**src/rtl/huc_mem_ctrl.sv**
```systemverilog
// HuCard memory controller: one timed external SRAM/PSRAM cycle per ROM/RAM request edge.
// Optional single-entry read word cache compiled in with `define MEM_WORD_CACHE_EN.
module huc_mem_ctrl #(
  parameter int unsigned RD_CYC = 7,
  parameter int unsigned WR_CYC = 6
) (
  input  logic        clk,
  input  logic        rst_n,
  input  logic [23:0] rom_addr,
  input  logic [7:0]  rom_dati,
  input  logic        rom_ce,
  input  logic        rom_oe,
  input  logic        rom_we,
  input  logic [23:0] ram_addr,
  input  logic [7:0]  ram_dati,
  input  logic        ram_ce,
  input  logic        ram_oe,
  input  logic        ram_we,
  output logic [7:0]  rom_dato,
  output logic [7:0]  ram_dato,
  output logic        busy,
  output logic [22:0] mem_addr,
  output logic [15:0] mem_dq_o,
  input  logic [15:0] mem_dq_i,
  output logic        mem_dq_oe,
  output logic        mem_ce_n,
  output logic        mem_oe_n,
  output logic        mem_we_n,
  output logic        mem_lb_n,
  output logic        mem_ub_n
);

  localparam logic [2:0] S_IDLE = 3'd0;
  localparam logic [2:0] S_RD   = 3'd1;
  localparam logic [2:0] S_WSU  = 3'd2;
  localparam logic [2:0] S_WP   = 3'd3;
  localparam logic [2:0] S_WH   = 3'd4;
  localparam logic [2:0] S_REC  = 3'd5;

  logic        rom_req, ram_req, rom_rise, ram_rise;
  logic        rom_req_q, ram_req_q;
  logic [2:0]  state_q, state_d;
  logic [3:0]  cnt_q, cnt_d;
  logic        chan_q, chan_d;
  logic [23:0] addr_q, addr_d;
  logic [7:0]  data_q, data_d;
  logic        rom_pend_q, rom_pend_d, ram_pend_q, ram_pend_d;
  logic [23:0] rom_paddr_q, rom_paddr_d, ram_paddr_q, ram_paddr_d;
  logic [7:0]  rom_pdata_q, rom_pdata_d, ram_pdata_q, ram_pdata_d;
  logic        rom_pwr_q, rom_pwr_d, ram_pwr_q, ram_pwr_d;
  logic [7:0]  rom_dato_q, rom_dato_d, ram_dato_q, ram_dato_d;
  logic        st_go, st_ch, st_wr;
  logic [23:0] st_addr;
  logic [7:0]  st_data;
  logic [7:0]  rd_byte;
  logic        act;
`ifdef MEM_WORD_CACHE_EN
  logic        cv_q, cv_d;
  logic [22:0] ctag_q, ctag_d;
  logic [15:0] cword_q, cword_d;
  logic        c_hit;
  logic [7:0]  c_byte;
`endif

  assign rom_req  = rom_ce & (rom_oe | rom_we);
  assign ram_req  = ram_ce & (ram_oe | ram_we);
  assign rom_rise = rom_req & ~rom_req_q;
  assign ram_rise = ram_req & ~ram_req_q;
  assign rd_byte  = addr_q[0] ? mem_dq_i[15:8] : mem_dq_i[7:0];

  always_comb begin
    state_d     = state_q;
    cnt_d       = cnt_q;
    chan_d      = chan_q;
    addr_d      = addr_q;
    data_d      = data_q;
    rom_pend_d  = rom_pend_q;
    ram_pend_d  = ram_pend_q;
    rom_paddr_d = rom_paddr_q;
    ram_paddr_d = ram_paddr_q;
    rom_pdata_d = rom_pdata_q;
    ram_pdata_d = ram_pdata_q;
    rom_pwr_d   = rom_pwr_q;
    ram_pwr_d   = ram_pwr_q;
    rom_dato_d  = rom_dato_q;
    ram_dato_d  = ram_dato_q;
    st_go       = 1'b0;
    st_ch       = 1'b0;
    st_wr       = 1'b0;
    st_addr     = '0;
    st_data     = '0;
`ifdef MEM_WORD_CACHE_EN
    cv_d        = cv_q;
    ctag_d      = ctag_q;
    cword_d     = cword_q;
`endif

    // Launch selection: ROM (pending or fresh) outranks RAM.
    if (state_q == S_IDLE) begin
      if (rom_pend_q) begin
        st_go = 1'b1; st_ch = 1'b0;
        st_addr = rom_paddr_q; st_data = rom_pdata_q; st_wr = rom_pwr_q;
      end else if (rom_rise) begin
        st_go = 1'b1; st_ch = 1'b0;
        st_addr = rom_addr; st_data = rom_dati; st_wr = rom_we;
      end else if (ram_pend_q) begin
        st_go = 1'b1; st_ch = 1'b1;
        st_addr = ram_paddr_q; st_data = ram_pdata_q; st_wr = ram_pwr_q;
      end else if (ram_rise) begin
        st_go = 1'b1; st_ch = 1'b1;
        st_addr = ram_addr; st_data = ram_dati; st_wr = ram_we;
      end
    end

`ifdef MEM_WORD_CACHE_EN
    c_hit  = st_go && !st_wr && cv_q && (ctag_q == st_addr[23:1]);
    c_byte = st_addr[0] ? cword_q[15:8] : cword_q[7:0];
`endif

    if (st_go && !st_ch) rom_pend_d = 1'b0;
    if (st_go &&  st_ch) ram_pend_d = 1'b0;

    // An edge on the channel not being served is parked with its request captured.
    if (rom_rise && !rom_pend_q && (state_q != S_IDLE) && chan_q) begin
      rom_pend_d = 1'b1;
      rom_paddr_d = rom_addr; rom_pdata_d = rom_dati; rom_pwr_d = rom_we;
    end
    if (ram_rise && !ram_pend_q &&
        (((state_q != S_IDLE) && !chan_q) || (st_go && !st_ch))) begin
      ram_pend_d = 1'b1;
      ram_paddr_d = ram_addr; ram_pdata_d = ram_dati; ram_pwr_d = ram_we;
    end

    if (st_go) begin
`ifdef MEM_WORD_CACHE_EN
      if (st_wr) cv_d = 1'b0;
      if (c_hit) begin
        if (st_ch) ram_dato_d = c_byte;
        else       rom_dato_d = c_byte;
      end else
`endif
      begin
        chan_d  = st_ch;
        addr_d  = st_addr;
        data_d  = st_data;
        state_d = st_wr ? S_WSU : S_RD;
        cnt_d   = 4'(RD_CYC - 1);
      end
    end

    case (state_q)
      S_IDLE: ;
      S_RD: begin
        if (cnt_q == '0) begin
          state_d = S_REC;
          if (chan_q) ram_dato_d = rd_byte;
          else        rom_dato_d = rd_byte;
`ifdef MEM_WORD_CACHE_EN
          cv_d    = 1'b1;
          ctag_d  = addr_q[23:1];
          cword_d = mem_dq_i;
`endif
        end else begin
          cnt_d = cnt_q - 4'd1;
        end
      end
      S_WSU: begin
        state_d = S_WP;
        cnt_d   = 4'(WR_CYC - 1);
      end
      S_WP: begin
        if (cnt_q == '0) state_d = S_WH;
        else             cnt_d   = cnt_q - 4'd1;
      end
      S_WH:    state_d = S_REC;
      S_REC:   state_d = S_IDLE;
      default: state_d = S_IDLE;
    endcase
  end

  always_ff @(posedge clk or negedge rst_n) begin
    if (!rst_n) begin
      state_q     <= S_IDLE;
      cnt_q       <= '0;
      chan_q      <= 1'b0;
      addr_q      <= '0;
      data_q      <= '0;
      rom_req_q   <= 1'b0;
      ram_req_q   <= 1'b0;
      rom_pend_q  <= 1'b0;
      ram_pend_q  <= 1'b0;
      rom_paddr_q <= '0;
      ram_paddr_q <= '0;
      rom_pdata_q <= '0;
      ram_pdata_q <= '0;
      rom_pwr_q   <= 1'b0;
      ram_pwr_q   <= 1'b0;
      rom_dato_q  <= '1;
      ram_dato_q  <= '1;
`ifdef MEM_WORD_CACHE_EN
      cv_q        <= 1'b0;
      ctag_q      <= '0;
      cword_q     <= '0;
`endif
    end else begin
      state_q     <= state_d;
      cnt_q       <= cnt_d;
      chan_q      <= chan_d;
      addr_q      <= addr_d;
      data_q      <= data_d;
      rom_req_q   <= rom_req;
      ram_req_q   <= ram_req;
      rom_pend_q  <= rom_pend_d;
      ram_pend_q  <= ram_pend_d;
      rom_paddr_q <= rom_paddr_d;
      ram_paddr_q <= ram_paddr_d;
      rom_pdata_q <= rom_pdata_d;
      ram_pdata_q <= ram_pdata_d;
      rom_pwr_q   <= rom_pwr_d;
      ram_pwr_q   <= ram_pwr_d;
      rom_dato_q  <= rom_dato_d;
      ram_dato_q  <= ram_dato_d;
`ifdef MEM_WORD_CACHE_EN
      cv_q        <= cv_d;
      ctag_q      <= ctag_d;
      cword_q     <= cword_d;
`endif
    end
  end

  // Memory strobes decode straight from the state register so reset releases them at once.
  assign act       = (state_q == S_RD) || (state_q == S_WSU) ||
                     (state_q == S_WP) || (state_q == S_WH);
  assign busy      = (state_q != S_IDLE);
  assign mem_ce_n  = ~act;
  assign mem_oe_n  = ~(state_q == S_RD);
  assign mem_we_n  = ~(state_q == S_WP);
  assign mem_dq_oe = (state_q == S_WSU) || (state_q == S_WP) || (state_q == S_WH);
  assign mem_lb_n  = ~(act & ~addr_q[0]);
  assign mem_ub_n  = ~(act &  addr_q[0]);
  assign mem_addr  = addr_q[23:1];
  assign mem_dq_o  = {data_q, data_q};
  assign rom_dato  = rom_dato_q;
  assign ram_dato  = ram_dato_q;

endmodule

```
**config.mk**
```make
export PLATFORM = sky130hd
export DESIGN_NAME = huc_mem_ctrl
export DESIGN_NICKNAME = d
export VERILOG_FILES = /design/src/rtl/huc_mem_ctrl.sv
export SDC_FILE = /design/constraint.sdc
export NUM_CORES = 1
export LEC_CHECK = 0
export CORE_ASPECT_RATIO = 1.25
export CORE_MARGIN = 4
export CORE_UTILIZATION = 52
export DETAILED_ROUTE_END_ITERATION = 10
export PLACE_DENSITY_LB_ADDON = 0.15
export SYNTH_ARGS = -nofsm -noshare
export SYNTH_HDL_FRONTEND = slang
export SYNTH_SLANG_ARGS = --single-unit
```
**constraint.sdc**
```tcl
create_clock -name clk -period 2.3 [get_ports clk]
set_input_delay 0.345 -clock clk [delete_from_list [all_inputs] [get_ports clk]]
set_output_delay 0.345 -clock clk [all_outputs]
set_load 0.01 [all_outputs]
```
==> results of run 1 <==
## cell type report
type                    count  area (um2)
inverters                  46       172.7
repair buffers            187        1878
multi-input cells         355        3092
clock inverters            14       239.0
flip-flops and latches    126        3179
clock buffers              18       439.2
fillers                   944        3682
well taps                 168       210.2
## critical path, cell delays in order (launching register included)
cell and delay, ns:
dfrtp_2 0.46, nor3_4 0.23, inv_2 0.05, and2_1 0.17
nand2_1 0.07, clkdlybuf4s50_1 0.53
## synthesized netlist by cell type (all sizes together), types with 2 or more instances
cell type and instances:
buf 53, mux2 66, nor2 13, nand2b 37
nor4b 33, mux2i 48, nor3 3, clkbuf 26
o21ai 39, or3 4, a21oi 47, dfstp 16
dfrtp 110, nand2 5, o221ai 32, nor2b 3
nand3 2, a21o 2, o22ai 2, inv 46
## routing by layer
metal | up-vias | global-route usage | part of all wire
li1 | 2381 | - | -
met1 | 2644 | 0.2948 | 0.42
met2 | 165 | 0.4152 | 0.51
met3 | 27 | 0.05272 | 0.045
met4 | 0 | 0.08925 | 0.017
met5 | - | 0 | 0
## cells in the final DEF, fill, tap and decap left out, types with 2 or more instances in the layout
cell type        instances
clkdlybuf4s50_1        146
dfrtp_1                105
mux2_4                  59
mux2i_1                 48
a21oi_1                 47
inv_1                   45
o21ai_0                 39
nand2b_1                35
nor4b_1                 33
o221ai_1                32
buf_4                   30
clkbuf_16               17
dfstp_2                 16
nor2_1                  10
buf_12                   8
mux2_2                   7
bufinv_16                6
dfrtp_2                  5
nand2_1                  4
nor2b_1                  3
or3_1                    3
clkinvlp_4               3
nand2b_4                 2
o22ai_1                  2
nor3_1                   2
nand3_1                  2
a21o_1                   2
clkinv_4                 2
clkinv_2                 2
## kinds of logic after synthesis
group | after synthesis | share of synthesized area
fa+ha+maj | 1 | 0.001800
compound gates | 132 | 0.1204
simple gates | 107 | 0.1120
flops | 126 | 0.4564
xor+xnor | 1 | 0.001260
mux | 114 | 0.2079
buf+inv | 125 | 0.1002
## repair_timing
| action | in CTS | in global routing |
|---|---|---|
| hold endpoints to repair | 23 | 0 |
| setup endpoints to repair | 6 | 2 |
| pin swaps | 0 | 1 |
| hold buffers | 1 | 0 |
| gates cloned | 0 | 0 |
| resized for setup | 4 | 1 |
| buffers inserted | 3 | 3 |
## worst paths after layout
| check | start | endpoint | slack [ns] | cells past startpoint |
|---|---|---|---|---|
| min reg2reg | ram_dato[7] | ram_dato[7] | 0.47 | 2 |
| min in group clk | ram_dato[7] | ram_dato[7] | 0.47 | 2 |
| max reg2reg | cnt_q[0] | ram_dato[5] | 0.19 | 5 |
| min | rst_n | cnt_q[3] | 0.47 | 2 |
| max in group asynchronous | rst_n | state_q[1] | 1.13 | 3 |
| max | state_q[1] | mem_ub_n | 0.03 | 5 |
## per-stage QoR
stage               instance area (um2)  hold slack (ns)  utilization  setup slack, ns
floorplan                          6952          0.04941            -           0.4798
global placement                   8472           0.3657       0.6571         -0.01654
detailed placement                 8472           0.3738       0.6571         -0.02830
CTS                                9185           0.4699       0.7124          0.01069
global route                       9210           0.4869       0.7144         -0.01734
finish                             9210           0.4727       0.7144          0.03353
## registers in the layout (all words and copies together) (netlist names)
signal,cells
ram_pwr_q,1
rom_req_q,1
rom_pwr_q,1
data_q,8
rom_dato,8
chan_q,1
rom_paddr_q,24
ram_pdata_q,8
ram_paddr_q,24
rom_pend_q,1
rom_pdata_q,8
addr_q,24
ram_dato,8
ram_req_q,1
ram_pend_q,1
state_q,3
cnt_q,4
## power by group
part / switching [mW] / internal (mW)
clock network: 1.04 / 2.06
logic: 2.51 / 3.29
registers: 0.742 / 3.43
==> impl_results.md, run 1 <==
* Slew Limit Fails at 0
* DR DRC count at 0
* Io pins at 150
* Synth area leader: dfrtp_1
* Core ar. at 12890 um2
* Share of cells above drive strength 1 at 0.2319
* Clock Path Buffers at 2
* Final wirelength at 18.10 mm
* Leakage at 3.998 nW
* Crit Path Category: reg -> out
* F_max at 441.2 MHz
* Status: finished, final reports clean
* Worst EP arrival at ~1.9 ns
* Post-DP HPWL at about 12 mm
* Vias at 5217
* Slew HR at 0.5938
* Max IR drop VDD at 0.0006214 V
* Worst Tran Pin Value at 0.6093 ns
* Hold Path Class: in -> async
* #FFs+latches synth at 126
* Cells after DPL at just under 900
* Mean post-synth cell area at between 10 and 15 um2
* CTS buffer count at 17
* Drt via density at 5.708
* Ys flop type: dfrtp_1
* Mapped Nets at ~700
* Clock-pin slew on the worst setup and hold paths at roughly 0.060 ns
* Wire length per cell at 19.80 um
* Setup crit start kind: flip-flop
* Element type at the critical path end: output port
* DIE HEIGHT at 137.3 um
* Final setup fails at 0
* Initial antenna violation count at 0
* # port buffers at between 100 and 150
* Synth-to-layout area growth at 32.49%
* Power Total at approximately 13 mW
* Post-synthesis instance total at 606
* Yosys cell types at 50
* Sequential fraction of the synthesis area at 0.4564
* H-tree depth at 4
* First-pass GRT wire length at around 30 mm
* Die area at 15290 um2
* Clk_lat worst skew at ~0.42 ns
* Fin. Hold Viols at 0
* Drt pass-1 iters at 5
* Fin Setup TNS at 0 ns
* Row count at 46
* Clk root buf: clkbuf_16
* Grt ovf at 0
* Synth warnings at 0
* Largest cells by area after synthesis: dfrtp_1 (40%), mux2_4 (13%), mux2i_1 (6.9%)
* Die width at about 110 um
* Number of global-route vias before repair at between 5000 and 6000
* Top-area cell type share of the netlist area at 0.3960
* Required @ worst endpoint at 1.96 ns
* Layout Nets at 822
* Antenna viol nets, final at 0
* Post-synth EDFFs at 0
* Filler-free cell count of the finished design at 914
* TritonCTS clock tree: done
* Starting DRC count in detailed routing at 292
* Largest net degree at the start of global routing at 56
* Clk sink count at 126
* Power Density at 1420 nW/um2
* Clock Skew at 0.007600 ns
* Max cap viols at 0
* FFs w/ async S/R, synth at 1.000
* GRT Total Usage at 0.2394
* Crit Path Max Fanout at 7
* GP Congestion at around 0.79
* Initial core utilization at 0.5392
* Cell Area, Synth at 6952 um2
* N_diodes at 0
* Final Cycle Share at 0.9854
* Minimum clock period after layout at roughly 2.3 ns
Note: power is estimated with default switching activity, not from simulation.
==> run 2: changes to the inputs <==
--- a/config.mk
+++ b/config.mk
@@ -5,11 +5,13 @@
 export SDC_FILE = /design/constraint.sdc
 export NUM_CORES = 1
 export LEC_CHECK = 0
+export CAP_MARGIN = 20
 export CORE_ASPECT_RATIO = 1.25
 export CORE_MARGIN = 4
 export CORE_UTILIZATION = 52
 export DETAILED_ROUTE_END_ITERATION = 10
 export PLACE_DENSITY_LB_ADDON = 0.15
+export REMOVE_ABC_BUFFERS = 1
 export SYNTH_ARGS = -nofsm -noshare
 export SYNTH_HDL_FRONTEND = slang
 export SYNTH_SLANG_ARGS = --single-unit
==> run 2 against run 1 <==
Effect of this change:
- via count rose by 0.44%
- critical path type unchanged
- largest power group unchanged
- combinational power down 0.7%
- die area is the same
- routed wire length shrank 2.5%
- clock skew decreased by 0.0027 ns
==> impl_results.md, run 2 (same netlist as run 1, synthesis figures left out) <==
* Reg2Reg Depth at 5 (unchanged)
* Initial antenna violation count at 0 (unchanged)
* Final core utilization at 0.7106 (was 0.7144)
* Setup crit start kind: flip-flop (unchanged)
* Worst Tran Pin Value at 0.6554 ns (was 0.6093 ns)
* Crit Path Category: reg -> out (unchanged)
* CTS buffer count at 17 (unchanged)
* Hold path startpoint: ram_dato[5]
* Row count at 46 (unchanged)
* Status: finished, final reports clean (unchanged)
* Commonest non-fill, non-tap cells in the layout: clkdlybuf4s50_1 (145), dfrtp_1 (105), mux2_4 (59) (was clkdlybuf4s50_1 (146), dfrtp_1 (105), mux2_4 (59))
* First-pass GRT wire length at 28.58 mm (was 29.28 mm)
* F_max at 456.0 MHz (was 441.2 MHz)
* GP Congestion at 0.8084 (was 0.7926)
* Top Registers: addr_q: 24 flops, ram_paddr_q: 24 flops, rom_paddr_q: 24 flops (unchanged)
* Clk_lat worst skew at 0.41 ns (was 0.42 ns)
* Setup slack, reg-to-reg at 0.28 ns (was 0.19 ns)
* Final wirelength at 17.65 mm (was 18.10 mm)
* Drt via density at 5.727 (was 5.708)
* N_diodes at 0 (unchanged)
* Power Total at 12.80 mW (was 13.08 mW)
* Io pins at 150 (unchanged)
* Wire length per cell at 19.29 um (was 19.80 um)
* Clk root buf: clkbuf_16 (unchanged)
* Sw frac at 0.3313 (was 0.3285)
* Worst hold stages at 2
* Internal power at 8.556 mW (was 8.781 mW)
* GRT Total Usage at 0.2332 (was 0.2394)
* Slew Limit Fails at 0 (unchanged)
* Grt ovf at 0 (unchanged)
* Flop pwr share at 0.328 (was 0.319)
* Crit Reg-Reg Endpoint: ram_dato[7] (was ram_dato[5])
* RSZ-0062 raised after global routing: no
* Clock-pin slew on the worst setup and hold paths at 0.06 ns (about the same)
* Largest net degree at the start of global routing at 48 (was 56)
* Leakage at 3.991 nW (was 3.998 nW)
* Antenna viol nets, final at 0 (unchanged)
* DIE HEIGHT at 137.3 um (unchanged)
* Crit Path Max Fanout at 7 (unchanged)
* Fin Setup TNS at 0 ns (unchanged)
* Minimum clock period after layout at 2.193 ns (was 2.266 ns)
* Die width at 111.4 um (unchanged)
* Starting DRC count in detailed routing at 338 (was 292)
* Die area at 15290 um2 (unchanged)
* # port buffers at 149 (unchanged)
* Initial core utilization at 0.5392 (unchanged)
* Final setup fails at 0 (unchanged)
* Hold slack at 0.4695 ns (was 0.4727 ns)
* Core ar. at 12890 um2 (unchanged)
* Clock Power Share at 0.222 (was 0.237)
* Drt pass-1 iters at 5 (unchanged)
* Cells after DPL at 877 (was 875)
* Fin. Hold Viols at 0 (unchanged)
* Logic pwr share at 0.450 (was 0.444)
* Filler-free cell count of the finished design at 915 (was 914)
* Number of global-route vias before repair at 5536 (was 5748)
* Clk sink count at 126 (unchanged)
* Required @ worst endpoint at 1.96 ns (about the same)
* DR DRC count at 0 (unchanged)
* Vias at 5240 (was 5217)
* Share of cells above drive strength 1 at 0.2316 (was 0.2319)
* Worst r2r src: cnt_q[0] (unchanged)
* Power Density at 1397 nW/um2 (was 1420 nW/um2)
* Worst EP arrival at 1.85 ns (was 1.92 ns)
* Clock Path Buffers at 2 (unchanged)
* Max cap viols at 0 (unchanged)
* TritonCTS clock tree: done (unchanged)
* Element type at the critical path end: output port (unchanged)
* Layout Nets at 823 (was 822)
* Commonest non-fill, non-tap cell in the layout: clkdlybuf4s50_1 (unchanged)
* Final Cycle Share at 0.9535 (was 0.9854)
* Slew HR at 0.5630 (was 0.5938)
* Post-DP HPWL at 11.81 mm (was 11.79 mm)
* Max IR drop VDD at 0.0008169 V (was 0.0006214 V)
* H-tree depth at 4 (unchanged)
* Hold EP: ram_dato[5]
* Hold Path Class: reg -> reg (was in -> async)
* Clock Skew at 0.004911 ns (was 0.007600 ns)
* Synth-to-layout area growth at 31.79% (was 32.49%)
* NetSw at 4.240 mW (was 4.295 mW)
-- run 2: cell types whose count changed in the layout (fill, tap and decap cells not counted), moves of 2 or more --
cell / previous run / this run
buf_4: 30 / 32
bufinv_16: 6 / 4
clkinv_4: 2 / 0
clkinvlp_4: 3 / 5
dlymetal6s2s_1: 1 / 3
-- run 2: per-layer routing --
layer  vias up  GRT usage  wire length [um]
met1      2594     0.2962              7382
met5         -          0                 0
li1       2381          -                 -
met2       240     0.3924              8823
met3        25    0.06195              1165
met4         0    0.07370               275
-- run 2: critical path: stages (launching register included) --
cell and delay, ns:
dfrtp_2 0.47, buf_12 0.14, nand2b_4 0.08, or2_2 0.28, clkdlybuf4s50_1 0.48
-- run 2: final cells by class --
| type | instances | area, um2 |
|---|---|---|
| clock buffer | 18 | 439.2 |
| clock inverter | 14 | 190.2 |
| fill | 910 | 3731 |
| inverter | 46 | 172.7 |
| multi-input combinational | 355 | 3090 |
| sequential | 126 | 3179 |
| tap | 168 | 210.2 |
| timing repair buffer | 188 | 1879 |
-- run 2: stage by stage --
stage / setup slack, ns / cell area, um2
6_report: 0.1070 / 9161
4_1_cts: 0.003790 / 9145
2_1_floorplan: -1.051 / 6427
3_5_place_dp: -0.03385 / 8461
3_3_place_gp: -0.03440 / 8461
5_1_grt: 0.04674 / 9161
-- run 2: worst max-delay path by stage --
stage	start	endpoint	slack (ns)	cells after the start
5_1_grt	state_q[0]	mem_we_n	0.05	4
4_1_cts	state_q[0]	mem_ub_n	0.004	5
2_1_floorplan	rom_pend_q	cnt_q[0]	-1.05	3
3_3_place_gp	rom_ce	addr_q[5]	-0.03	6
3_5_place_dp	rom_ce	addr_q[5]	-0.03	6
6_report	state_q[0]	mem_we_n	0.11	4
-- run 2: power groups by stage --
stage	Combinational [mW]	Clock, mW	Sequential [mW]
2_1_floorplan	3.05	0	4.46
3_3_place_gp	5.54	0	4.13
3_5_place_dp	5.71	0	4.17
4_1_cts	5.81	2.88	4.17
5_1_grt	6.26	3.01	4.32
6_report	5.76	2.84	4.19
-- run 2: timing repair --
action / in CTS / in global routing
hold buffers: 1 / 0
endpoints found under the setup margin: 3 / 5
buffers inserted: 4 / 1
endpoints found under the hold margin: 30 / 0
resized for setup: 2 / 4
